===== config.mk =====
export PLATFORM = sky130hd
export DESIGN_NAME = pwm_mix_scheduler
export DESIGN_NICKNAME = d
export VERILOG_FILES = /design/src/rtl/audio_pkg.sv /design/src/rtl/audio_timebase.sv /design/src/rtl/pwm_mix_scheduler.sv
export SDC_FILE = /design/constraint.sdc
export NUM_CORES = 1
export LEC_CHECK = 0
export CAP_MARGIN = 15
export CORE_MARGIN = 3
export CORE_UTILIZATION = 50
export DETAILED_ROUTE_END_ITERATION = 7
export HOLD_SLACK_MARGIN = 0.06
export PLACE_DENSITY_LB_ADDON = 0.12
export SLEW_MARGIN = 20
export SYNTH_ARGS = -nofsm -noshare
export SYNTH_HDL_FRONTEND = slang
export SYNTH_SLANG_ARGS = --single-unit

===== constraint.sdc =====
create_clock -name clk -period 4.9 [get_ports clk]
set_input_delay 0.735 -clock clk [delete_from_list [all_inputs] [get_ports clk]]
set_output_delay 0.735 -clock clk [all_outputs]
set_load 0.005 [all_outputs]

===== src/rtl/audio_pkg.sv =====
// Shared audio types, FSM encoding and saturating byte add for the drum mixer
// and the PWM output stage.
package audio_pkg;

   localparam int PWM_FRAME_LEN = 256;

   typedef struct packed {
      logic [7:0] right;
      logic [7:0] left;
   } stereo_sample_t;

   typedef enum logic [1:0] {
      ST_IDLE,
      ST_REQ,
      ST_NEXT,
      ST_DONE
   } mix_state_t;

   // Channel sums are formed 9 bits wide and clamp at full scale instead of wrapping.
   function automatic logic [7:0] sat_add8(input logic [7:0] a, input logic [7:0] b);
      logic [8:0] sum;
      sum = {1'b0, a} + {1'b0, b};
      return sum[8] ? 8'hFF : sum[7:0];
   endfunction

endpackage


===== src/rtl/audio_timebase.sv =====
// Frame timebase: frame_cnt mirrors the PWM period, frame_idx counts frames per
// sample; frame_start and sample_tick are decoded from the registered counters.
module audio_timebase
   import audio_pkg::*;
#(
   parameter int FRAME_LEN         = PWM_FRAME_LEN,
   parameter int FRAMES_PER_SAMPLE = 4
) (
   input  logic clk,
   input  logic rst_n,
   output logic frame_start,
   output logic sample_tick
);

   localparam int CNT_W = (FRAME_LEN > 1) ? $clog2(FRAME_LEN) : 1;
   localparam int IDX_W = (FRAMES_PER_SAMPLE > 1) ? $clog2(FRAMES_PER_SAMPLE) : 1;

   logic [CNT_W-1:0] frame_cnt;
   logic [IDX_W-1:0] frame_idx;

   // NOTE: sequential state is updated with non-blocking assignments only, so every
   // register samples pre-edge values and ordering between always_ff blocks cannot matter.
   always_ff @(posedge clk or negedge rst_n) begin
      if (!rst_n) begin
         frame_cnt <= '0;
         frame_idx <= '0;
      end else if (frame_cnt == CNT_W'(FRAME_LEN - 1)) begin
         frame_cnt <= '0;
         frame_idx <= (frame_idx == IDX_W'(FRAMES_PER_SAMPLE - 1)) ? '0 : frame_idx + 1'b1;
      end else begin
         frame_cnt <= frame_cnt + 1'b1;
      end
   end

   // Qualified by rst_n so both strobes read 0 while held in reset, yet the
   // first tick is visible in the very first cycle after release.
   assign frame_start = rst_n && (frame_cnt == '0);
   assign sample_tick = frame_start && (frame_idx == '0);

endmodule


===== src/rtl/pwm_mix_scheduler.sv =====
// Polls each enabled drum voice once per sample period over req/valid, sums the
// voices per channel with saturation and hands the mix to the PWM stage.
module pwm_mix_scheduler
   import audio_pkg::*;
#(
   parameter int NUM_VOICES        = 4,
   parameter int FRAME_LEN         = PWM_FRAME_LEN,
   parameter int FRAMES_PER_SAMPLE = 4,
   parameter int VOICE_TIMEOUT     = 16,
   parameter bit STRICT_TIMING     = 1'b1
) (
   input  logic                     clk,
   input  logic                     rst_n,
   input  logic [NUM_VOICES-1:0]    voice_en,
   output logic [NUM_VOICES-1:0]    voice_req,
   input  logic [NUM_VOICES-1:0]    voice_valid,
   input  logic [NUM_VOICES*16-1:0] voice_data,
   output logic [15:0]              sample_out,
   output logic                     frame_start,
   output logic                     sample_tick,
   output logic                     underrun,
   output logic                     busy
);

   localparam int IDX_W  = $clog2(NUM_VOICES);
   localparam int TCNT_W = $clog2(VOICE_TIMEOUT);

   // STRICT_TIMING may only be cleared to exercise late-mix recovery with a short period.
   if (STRICT_TIMING) begin : g_timing_check
      if (NUM_VOICES < 2 || NUM_VOICES > 8)
         $error("pwm_mix_scheduler: NUM_VOICES must be 2..8");
      if (VOICE_TIMEOUT < 2)
         $error("pwm_mix_scheduler: VOICE_TIMEOUT must be at least 2");
      if (FRAME_LEN != PWM_FRAME_LEN)
         $error("pwm_mix_scheduler: FRAME_LEN must match the PWM counter period");
      if (NUM_VOICES * (VOICE_TIMEOUT + 2) + 2 >= FRAME_LEN * FRAMES_PER_SAMPLE)
         $error("pwm_mix_scheduler: sample period too short to poll every voice");
   end

   audio_timebase #(
      .FRAME_LEN         (FRAME_LEN),
      .FRAMES_PER_SAMPLE (FRAMES_PER_SAMPLE)
   ) u_timebase (
      .clk         (clk),
      .rst_n       (rst_n),
      .frame_start (frame_start),
      .sample_tick (sample_tick)
   );

   mix_state_t       state;
   logic [IDX_W-1:0] idx;
   logic [TCNT_W-1:0] tcnt;
   logic [7:0]       acc_r;
   logic [7:0]       acc_l;
   stereo_sample_t   pending;
   stereo_sample_t   cur;
   logic             handshake;

   assign cur       = voice_data[16*idx +: 16];
   assign handshake = voice_req[idx] && voice_valid[idx];

   // Enable is sampled at the moment a voice's turn begins.
   function automatic logic [NUM_VOICES-1:0] req_for(input logic [IDX_W-1:0] i);
      return voice_en[i] ? (NUM_VOICES'(1) << i) : '0;
   endfunction

   always_ff @(posedge clk or negedge rst_n) begin
      if (!rst_n) begin
         state      <= ST_IDLE;
         idx        <= '0;
         tcnt       <= '0;
         acc_r      <= '0;
         acc_l      <= '0;
         pending    <= '0;
         sample_out <= '0;
         voice_req  <= '0;
         underrun   <= 1'b0;
         busy       <= 1'b0;
      end else begin
         underrun <= 1'b0;
         case (state)
            ST_IDLE: begin
               if (sample_tick) begin
                  sample_out <= pending;
                  acc_r      <= '0;
                  acc_l      <= '0;
                  idx        <= '0;
                  tcnt       <= '0;
                  voice_req  <= req_for('0);
                  busy       <= 1'b1;
                  state      <= ST_REQ;
               end
            end

            ST_REQ, ST_NEXT: begin
               if (sample_tick) begin
                  // Late mix: keep the old output, drop the in-flight fetch, restart at voice 0.
                  underrun  <= 1'b1;
                  acc_r     <= '0;
                  acc_l     <= '0;
                  idx       <= '0;
                  tcnt      <= '0;
                  voice_req <= req_for('0);
                  state     <= ST_REQ;
               end else if (state == ST_REQ) begin
                  if (voice_req == '0) begin
                     state <= ST_NEXT;
                  end else if (handshake) begin
                     acc_r     <= sat_add8(acc_r, cur.right);
                     acc_l     <= sat_add8(acc_l, cur.left);
                     voice_req <= '0;
                     state     <= ST_NEXT;
                  end else if (tcnt == TCNT_W'(VOICE_TIMEOUT - 1)) begin
                     underrun  <= 1'b1;
                     voice_req <= '0;
                     state     <= ST_NEXT;
                  end else begin
                     tcnt <= tcnt + 1'b1;
                  end
               end else if (idx == IDX_W'(NUM_VOICES - 1)) begin
                  state <= ST_DONE;
               end else begin
                  idx       <= idx + 1'b1;
                  tcnt      <= '0;
                  voice_req <= req_for(idx + 1'b1);
                  state     <= ST_REQ;
               end
            end

            ST_DONE: begin
               pending <= {acc_r, acc_l};
               if (sample_tick) begin
                  // The mix finished exactly on the tick: publish it directly and keep going.
                  sample_out <= {acc_r, acc_l};
                  acc_r      <= '0;
                  acc_l      <= '0;
                  idx        <= '0;
                  tcnt       <= '0;
                  voice_req  <= req_for('0);
                  state      <= ST_REQ;
               end else begin
                  busy  <= 1'b0;
                  state <= ST_IDLE;
               end
            end

            default: begin
               voice_req <= '0;
               busy      <= 1'b0;
               state     <= ST_IDLE;
            end
         endcase
      end
   end

endmodule

==> results of run 1 <==
==> path summary, 6_finish.rpt <==
kind                                                      to  slack (ps)  depth (start not counted)
min reg2reg                u_timebase.frame_cnt[0]$_DFF_PN0_         480                          1
min                        u_timebase.frame_cnt[0]$_DFF_PN0_         480                          1
max in group asynchronous           voice_req[0]$_DFFE_PN0P_        3660                          2
max reg2reg                             acc_l[3]$_DFFE_PN0P_        1400                          9
max                                     acc_l[3]$_DFFE_PN0P_        1400                          9
min in group asynchronous         sample_out[12]$_DFFE_PN0P_         660                          2
==> flip-flops by register name, summed over array words and instances, names as in the netlist <==
register,cells
busy,1
underrun,1
sample_out,16
state,2
u_timebase.frame_idx,2
voice_req,4
tcnt,4
acc_r,8
idx,2
acc_l,8
pending,16
u_timebase.frame_cnt,8
==> cells in the mapped netlist, types with 3 or more instances <==
library cell               number  area (um2)
sky130_fd_sc_hd__a211oi_1       4        30.0
sky130_fd_sc_hd__dfrtp_1       72        1800
sky130_fd_sc_hd__mux4_2        17         383
sky130_fd_sc_hd__xor2_1         5        43.8
sky130_fd_sc_hd__a21oi_1       13        65.1
sky130_fd_sc_hd__a21o_1         3        22.5
sky130_fd_sc_hd__and2_1         6        37.5
sky130_fd_sc_hd__mux2_2        34         383
sky130_fd_sc_hd__nand2_1       29         109
sky130_fd_sc_hd__o21ai_0       22         110
sky130_fd_sc_hd__inv_1         17        63.8
sky130_fd_sc_hd__nand3_1        8        40.0
sky130_fd_sc_hd__xnor2_1        7        61.3
sky130_fd_sc_hd__o21bai_1       4        30.0
sky130_fd_sc_hd__mux2i_1        5        50.1
sky130_fd_sc_hd__nor4_1         4        25.0
sky130_fd_sc_hd__nor2_1        22        82.6
sky130_fd_sc_hd__clkbuf_1       5        18.8
sky130_fd_sc_hd__buf_2          4        20.0
sky130_fd_sc_hd__or3_1          4        25.0
sky130_fd_sc_hd__and3_1         7        43.8
sky130_fd_sc_hd__ha_1          30         375
==> power by group through the flow <==
stage	combinational, mW	sequential [mW]	clock (mW)
floorplan	1.22	0.818	0
global placement	1.48	0.882	0
detailed placement	1.52	0.889	0
CTS	1.54	0.877	0.418
global route	1.72	0.900	0.441
finish	1.54	0.874	0.411
==> cells in the final DEF (no fill, tap or decap), types with 3 or more instances in the layout <==
| cell type | count |
|---|---|
| sky130_fd_sc_hd__clkdlybuf4s50_1 | 96 |
| sky130_fd_sc_hd__dfrtp_1 | 72 |
| sky130_fd_sc_hd__mux2_2 | 34 |
| sky130_fd_sc_hd__ha_1 | 30 |
| sky130_fd_sc_hd__nand2_1 | 29 |
| sky130_fd_sc_hd__nor2_1 | 22 |
| sky130_fd_sc_hd__o21ai_0 | 22 |
| sky130_fd_sc_hd__inv_1 | 17 |
| sky130_fd_sc_hd__mux4_2 | 17 |
| sky130_fd_sc_hd__a21oi_1 | 13 |
| sky130_fd_sc_hd__clkbuf_8 | 10 |
| sky130_fd_sc_hd__nand3_1 | 8 |
| sky130_fd_sc_hd__xnor2_1 | 7 |
| sky130_fd_sc_hd__and3_1 | 7 |
| sky130_fd_sc_hd__and2_1 | 6 |
| sky130_fd_sc_hd__xor2_1 | 5 |
| sky130_fd_sc_hd__mux2i_1 | 5 |
| sky130_fd_sc_hd__nor4_1 | 4 |
| sky130_fd_sc_hd__or3_1 | 4 |
| sky130_fd_sc_hd__a211oi_1 | 4 |
| sky130_fd_sc_hd__o21bai_1 | 4 |
| sky130_fd_sc_hd__clkinv_2 | 4 |
| sky130_fd_sc_hd__a21o_1 | 3 |
| sky130_fd_sc_hd__buf_4 | 3 |
==> logic make-up (layout without fill, tap and decap cells) <==
kind of cell	count (synthesis)	in the layout	synth area share
buffers and inverters	30	134	0.0305
xor gates and xnor gates	12	12	0.0244
adders and majority gates	32	32	0.0966
and+or+nand+nor	96	96	0.114
DFF	72	72	0.419
muxes	58	58	0.198
AOI/OAI and AO/OA	74	74	0.117
==> cell type report <==
cell class	instances	share of cell area
flip-flops and latches	72	0.326
clock inverters	4	0.00362
inverters	18	0.0127
multi-input cells	272	0.429
repair buffers	100	0.179
well taps	105	0.0238
clock buffers	12	0.0263
==> metrics by stage <==
step,hold WS (ps),power (mW)
3_5_place_dp,479,2.41
6_report,485,2.83
3_3_place_gp,471,2.36
2_1_floorplan,439,2.04
4_1_cts,489,2.83
5_1_grt,510,3.06
==> critical path, delay by kind of cell (launching register included) <==
family	cells	cell delay (ps)
mux	1	520
flops	1	790
fa+ha+maj	2	630
compound gates	4	940
simple gates	1	130
buf+inv	1	360
==> layer usage <==
metal  track usage  part of all wire  up-vias
li1              -                 -     1591
met1         0.285              0.45     1659
met2         0.353              0.49       84
met4        0.0714             0.012        0
met3        0.0333             0.049       12
met5             0                 0        -
==> results by stage, run 1 <==
Clock tree:
- Clock-pin slew was measured on the worst setup and hold paths at 70 ps.
- TritonCTS built the clock tree.
- The H-tree was split into 3 levels.
- In this run the clock root is driven by a sky130_fd_sc_hd__clkbuf_8.
- Post-CTS timing repair inserted 0 buffers for setup.
- The later-pin clock latency in the skew report is 340 ps.
- Clock tree synthesis inserted a total of 9 buffers.
- The number of instances resized during post-cts repair is 0.
- The maximum clock insertion buffer count is 2.
- The number of hold buffers added after cts is 0.
- The TritonCTS sink count is 72.

GRT:
- The number of global-route vias before repair came to 3,391.
- The initial antenna violation count came to 0.
- The first-pass GRT wire length is 16,500 um.
- Global routing finished with a remaining overflow of 0.
- The pin count of the biggest net entering global routing is 73.
- The overall global routing resource usage is 0.212.

Place:
- In this run the tool buffered the top-level ports with 97 buffer cells.
- The post-detailed-placement half-perimeter wirelength is 7410 um.
- The post-placement cell count is 567.
- The post-place setup slack is 1270 ps.
- The congestion estimate from routability-driven global placement came to 0.853.
- Summing all placed instances gives a cell area of 5360 um2.

STA:
- The number of setup violations in the final report is 0.
- Setup repair after global routing left no endpoint under its margin.
- The post-route minimum period is 3500 ps.
- The largest clock skew in the final design is 7.73 ps.
- The final number of hold-violating endpoints is 0.
- In the finished design, the share of the clock period the worst path needs comes to 0.715.
- The relative max-transition margin is 0.305.
- Summed over all failing endpoints, the final setup total negative slack is 0 ps.
- For this run, the top clock speed supported by timing is 286 MHz.
- For the pin with the worst max-slew slack, the measured transition is 1040 ps.
- The worst path meets setup with 1400 ps of slack.
- The max-slew violation count is 0.

Layout:
- At the end of the flow, the number of nets in the layout was 579.
- Relative to the synthesized area, the layout overhead comes to 28.4%.
- The final standard cell utilization of the core is 0.666.
- The number of antenna diodes in the final layout is 0.
- The area used by multi-input combinational logic is 2370 um2.
- The count of filler cells inserted in the layout is 636.
- The post-layout instance count excluding filler cells is 583.
- Registers take 1800 um2.
- The final design instance area without fill is 5530 um2.
- In the final layout, the share of cells above drive strength 1 is 0.159.

Critical path:
- The slowest cell on the critical path is sky130_fd_sc_hd__dfrtp_1.
- The critical path required time is 5100 ps.
- The critical path data arrival time is 3700 ps.
- The launching point of the worst reg2reg path is idx[0]$_DFFE_PN0P_.
- Of all nets on the critical path, the largest fanout is 11.
- The largest stage delay on the critical path is 790 ps.
- The worst setup path is of the reg -> reg kind.
- The critical path goes through buf_4, mux4_2, ha_1, fa_1, a21o_1, a221o_1, o221a_2, nor2_1, o21ai_0.
- The critical path launch point is idx[0]$_DFFE_PN0P_.
- The endpoint kind of the worst setup timing path is a flip-flop.
- The type of element launching the critical path is a flip-flop.

Run:
- The max-cap check violation count is 0.

Pwr:
- The share of total power dissipated in sequential elements is 0.309.
- The maximum vdd drop is 0.000237 V.
- Of the total power, the share spent switching nets is 0.401.
- Cell internal power was estimated by the tool at 1.69 mW.
- The power per cell area is 512 nW/um2.
- The clock share of power is 0.145.
- Of the total power, combinational logic draws 0.546.
- The analysis attributes to net switching a power of 1.13 mW.
- For this design the static power due to leakage is 2.52 nW.

Synthesis:
- For this run, the leading register cell type out of synthesis is sky130_fd_sc_hd__dfrtp_1.
- In the synthesized netlist the async set-or-reset flop fraction comes to 1.00.
- The synthesis-stage register bit count is 72.
- In the synthesized netlist, the number of instances is 374.
- After synthesis the cells add up to 4300 um2.
- The average cell area after synthesis is 11.5 um2.
- In this run, synthesis inferred 0 flip-flops with an integrated enable.
- The distinct cell type count of the synthesized netlist is 63.
- During synthesis, Yosys emitted a total of 0 warnings.
- Of the synthesized area, sequential elements account for 0.419.
- Counting every net in the synthesized netlist gives 480.

Die:
- For this configuration, the core starts out at a cell density of 0.518.
- The site row count is 33.
- The x dimension of the die is 98.8 um.
- In this run the count of I/O pins placed on the die edge is 98.
- The floorplan step defined a core boundary enclosing 8300 um2.
- The die covers 9750 um2.
- The overall die height is 98.8 um.

Run status:
- The flow ran to the end, and the final reports show no timing, DRC or antenna violations.

Routing:
- The routed wire length is 10,000 um.
- The number of violations reported at the end of detailed-routing iteration 0 is 120.
- The routed layout has 3,346 vias.
- The number of iterations in the first detailed-routing pass is 4.
- The number of design rule violations left after detail routing is 0.
- Dividing the detail-routed via count by the number of cells gives 5.74.
- After detailed routing, the average wire length per cell comes to 17.2 um.
- The number of nets with antenna violations after routing is 0.

Min path:
- The startpoint of the tightest hold check path is u_timebase.frame_cnt[0]$_DFF_PN0_.
- In this run the worst hold path is classified as reg -> reg.
Note: power is estimated with default switching activity, not from simulation.
==> inputs of run 2 (changes only) <==
--- a/config.mk
+++ b/config.mk
@@ -7,7 +7,7 @@
 export LEC_CHECK = 0
 export CAP_MARGIN = 15
 export CORE_MARGIN = 3
-export CORE_UTILIZATION = 50
+export CORE_UTILIZATION = 46
 export DETAILED_ROUTE_END_ITERATION = 7
 export HOLD_SLACK_MARGIN = 0.06
 export PLACE_DENSITY_LB_ADDON = 0.12
==> constraint.sdc (replaced) <==
create_clock -name clk -period 3 [get_ports clk]
set_input_delay 0.45 -clock clk [delete_from_list [all_inputs] [get_ports clk]]
set_output_delay 0.45 -clock clk [all_outputs]
set_load 0.005 [all_outputs]
==> run 2 against run 1 <==
  * Fmax rose by 22%
  * Sequential power grew 59%
  * Register-to-register slack got worse by 1300 ps
  * Clock power rose by 120%
  * Cell area rose by 6.0%
  * Sequential share of layout area is 1.8 points lower
  * Clock-buffer cell count fell by 3
  * Worst hold slack lost 170 ps
  * Via count grew 1.9%
  * Clock skew rose by 1.9 ps
  * Total power grew 84%
  * Critical path type unchanged
  * Critical path depth stayed put
==> results by stage, run 2 (same netlist as run 1, synthesis figures left out) <==
STA:
- The maximum operating frequency is 350 MHz.
- The largest clock skew in the final design is 9.67 ps.
- For the pin with the worst max-slew slack, the measured transition is 951 ps.
- The max-slew violation count is 0.
- Dividing the final minimum period by the clock period gives 0.953.
- The final number of hold-violating endpoints is 0.
- The number of setup violations in the final report is 0.
- Headroom to the max-slew limit came out at 0.366.
- The routed design could run at a clock period as short as 2860 ps.
- The total negative setup slack is 0 ps.

Pwr:
- For this design the ratio of total power to cell area is 888 nW/um2.
- VDD sags by at most 0.000445 V.
- The static leakage power is 2.70 nW.
- The power after layout is 5.20 mW.

Layout:
- Leaving out fill and tap cells, the most frequent cell in the layout is sky130_fd_sc_hd__clkdlybuf4s50_1.
- The library cells used most frequently in the layout, excluding fill and tap cells, are 96 x sky130_fd_sc_hd__clkdlybuf4s50_1, 72 x sky130_fd_sc_hd__dfrtp_1, 34 x sky130_fd_sc_hd__mux2_2.
- The share of cells above drive strength 1 is 0.215.
- The layout net count is 608.
- The number of diodes is 0.
- The largest registers in the layout are pending (16), sample_out (16).
- From synthesis to final layout, the design area changed by 36.2%.

Die:
- The x dimension of the die is 103 um.
- The initial core utilization is 0.484.
- The number of top-level pins is 98.
- The floorplan has 34 rows.
- The core area is 8890 um2.
- The overall die height is 103 um.
- The area of the die is 10,500 um2.

Clock tree:
- In this run the clock root is driven by a sky130_fd_sc_hd__clkbuf_8.
- The number of clock buffers added by TritonCTS is 9.
- The H-tree generated during clock tree synthesis spans 3 levels.
- The maximum clock insertion buffer count is 2.
- The clock tree from TritonCTS is yes.
- After clock tree synthesis, the clock-pin slew on the worst setup and hold paths is 80 ps.
- The clock drives 72 sinks.
- The later-pin clock latency in the skew report is 340 ps.

Place:
- The final weighted congestion of routability-driven global placement is 0.839.
- Buffers placed on the I/O ports in this run total 97.
- The post-detailed-placement half-perimeter wirelength is 7430 um.

Run:
- Max-cap violations in this run came to 0.

GRT:
- In the global route stage, overall resource usage came out at 0.195.
- The initial antenna violation count was 0.
- The pin count of the biggest net entering global routing is 73.
- The number of global-route vias before repair is 3,295.
- The first-pass GRT wire length is 16,000 um.
- After global routing the overflow that remains totals 0.

Critical path:
- The critical path goes through buf_12, mux4_2, ha_1, fa_2, a211oi_2, o21bai_1, a2111o_1, a21oi_1, o21ai_0.
- Counting both buffers and inverters, the worst setup path holds a total of 1.
- The largest stage delay on the critical path is 490 ps.
- The critical path required time is 3190 ps.
- Among cell families on the critical path, the largest total delay comes from compound AO/OA/AOI/OAI gates.
- The slowest stage of the critical path belongs to the cell sky130_fd_sc_hd__mux4_2.
- STA classifies the critical path startpoint as a flip-flop.
- The worst register-to-register path has a depth of 9.
- STA puts the critical path data arrival time at 3050 ps.
- STA classifies the critical path endpoint as a flip-flop.
- Along the worst path, the maximum fanout reaches 6.
- The critical setup path kind is reg -> reg.
- The instance count on the critical path is 9.

Routing:
- Once detail routing completed, the nets flagged for antenna violations numbered 0.
- The number of violations reported at the end of detailed-routing iteration 0 is 132.
- The routed wire length is 10,000 um.
- Using the TritonRoute via totals, the vias-per-cell ratio works out to 5.56.
- The number of iterations in the first detailed-routing pass is 4.
- The via total after detailed routing is 3,411.
- The number of design rule violations left after detail routing is 0.
- The routed wirelength normalized by instance count is 16.3 um.

Min path:
- The path type of the worst min-delay path is in -> async.

Run status:
- The run finished with clean final reports.
[run 2: changes by cell type in the layout (fill, tap and decap cells not counted), sizes merged]
cell	change
clkinv	-1
buf	+29
bufinv	+3
clkbuf	-3
[run 2: metrics by stage]
step                      setup slack (ps)   util  cells  hold slack [ps]  instance area (um2)
final                                  141  0.659    614              319                 5860
after global routing                 -4.38  0.659    614              384                 5860
after CTS                             60.4  0.644    600              351                 5730
after detailed placement              -187  0.618    585              474                 5490
after global placement                -137  0.618    585              464                 5490
after floorplan                       22.1      -    374              154                 4310
[run 2: cell type report]
| class | count | area, um2 |
|---|---|---|
| clock buffer | 9 | 124 |
| clock inverter | 6 | 109 |
| fill | 706 | 3030 |
| inverter | 18 | 70.1 |
| multi-input combinational | 272 | 2380 |
| sequential | 72 | 1800 |
| tap | 108 | 135 |
| timing repair buffer | 129 | 1230 |
[run 2: repair_timing]
| action | CTS | global route |
|---|---|---|
| gates resized for setup | 0 | 4 |
| endpoints found under the setup margin | 0 | 12 |
| hold buffers | 0 | 0 |
| buffers inserted | 0 | 14 |
[run 2: per-layer routing]
metal,track usage,vias up,share of wire
met5,0,-,0
met4,0.0535,0,0.0049
met3,0.0467,4,0.047
met2,0.315,82,0.50
met1,0.264,1678,0.45
li1,-,1647,-
[run 2: path summary, 6_finish.rpt]
path                                                   startpoint                                 to  slack [ps]
min in group clk                u_timebase.frame_cnt[0]$_DFF_PN0_  u_timebase.frame_cnt[0]$_DFF_PN0_         480
worst max-delay path                           idx[0]$_DFFE_PN0P_               acc_r[0]$_DFFE_PN0P_         140
worst min register to register  u_timebase.frame_cnt[0]$_DFF_PN0_  u_timebase.frame_cnt[0]$_DFF_PN0_         480
worst max register to register                 idx[0]$_DFFE_PN0P_               acc_r[0]$_DFFE_PN0P_         140
max in group asynchronous                                   rst_n          sample_out[8]$_DFFE_PN0P_        2090
worst min-delay path                                        rst_n  u_timebase.frame_cnt[1]$_DFF_PN0_         320
[run 2: where the power goes]
| part | switching [mW] | leakage (nW) | internal (mW) | total [mW] |
|---|---|---|---|---|
| Sequential | 0.186 | 0.956 | 1.20 | 1.39 |
| Combinational | 1.39 | 1.62 | 1.52 | 2.91 |
| Clock | 0.353 | 0.119 | 0.546 | 0.900 |
| Total | 1.93 | 2.70 | 3.27 | 5.20 |
[run 2: worst register-to-register path, cell delays in order, from the launching register on]
cell and delay [ps]:
sky130_fd_sc_hd__dfrtp_1 400, sky130_fd_sc_hd__buf_12 140, sky130_fd_sc_hd__mux4_2 490, sky130_fd_sc_hd__ha_1 220
sky130_fd_sc_hd__fa_2 360, sky130_fd_sc_hd__a211oi_2 260, sky130_fd_sc_hd__o21bai_1 120, sky130_fd_sc_hd__a2111o_1 470
sky130_fd_sc_hd__a21oi_1 160, sky130_fd_sc_hd__o21ai_0 90
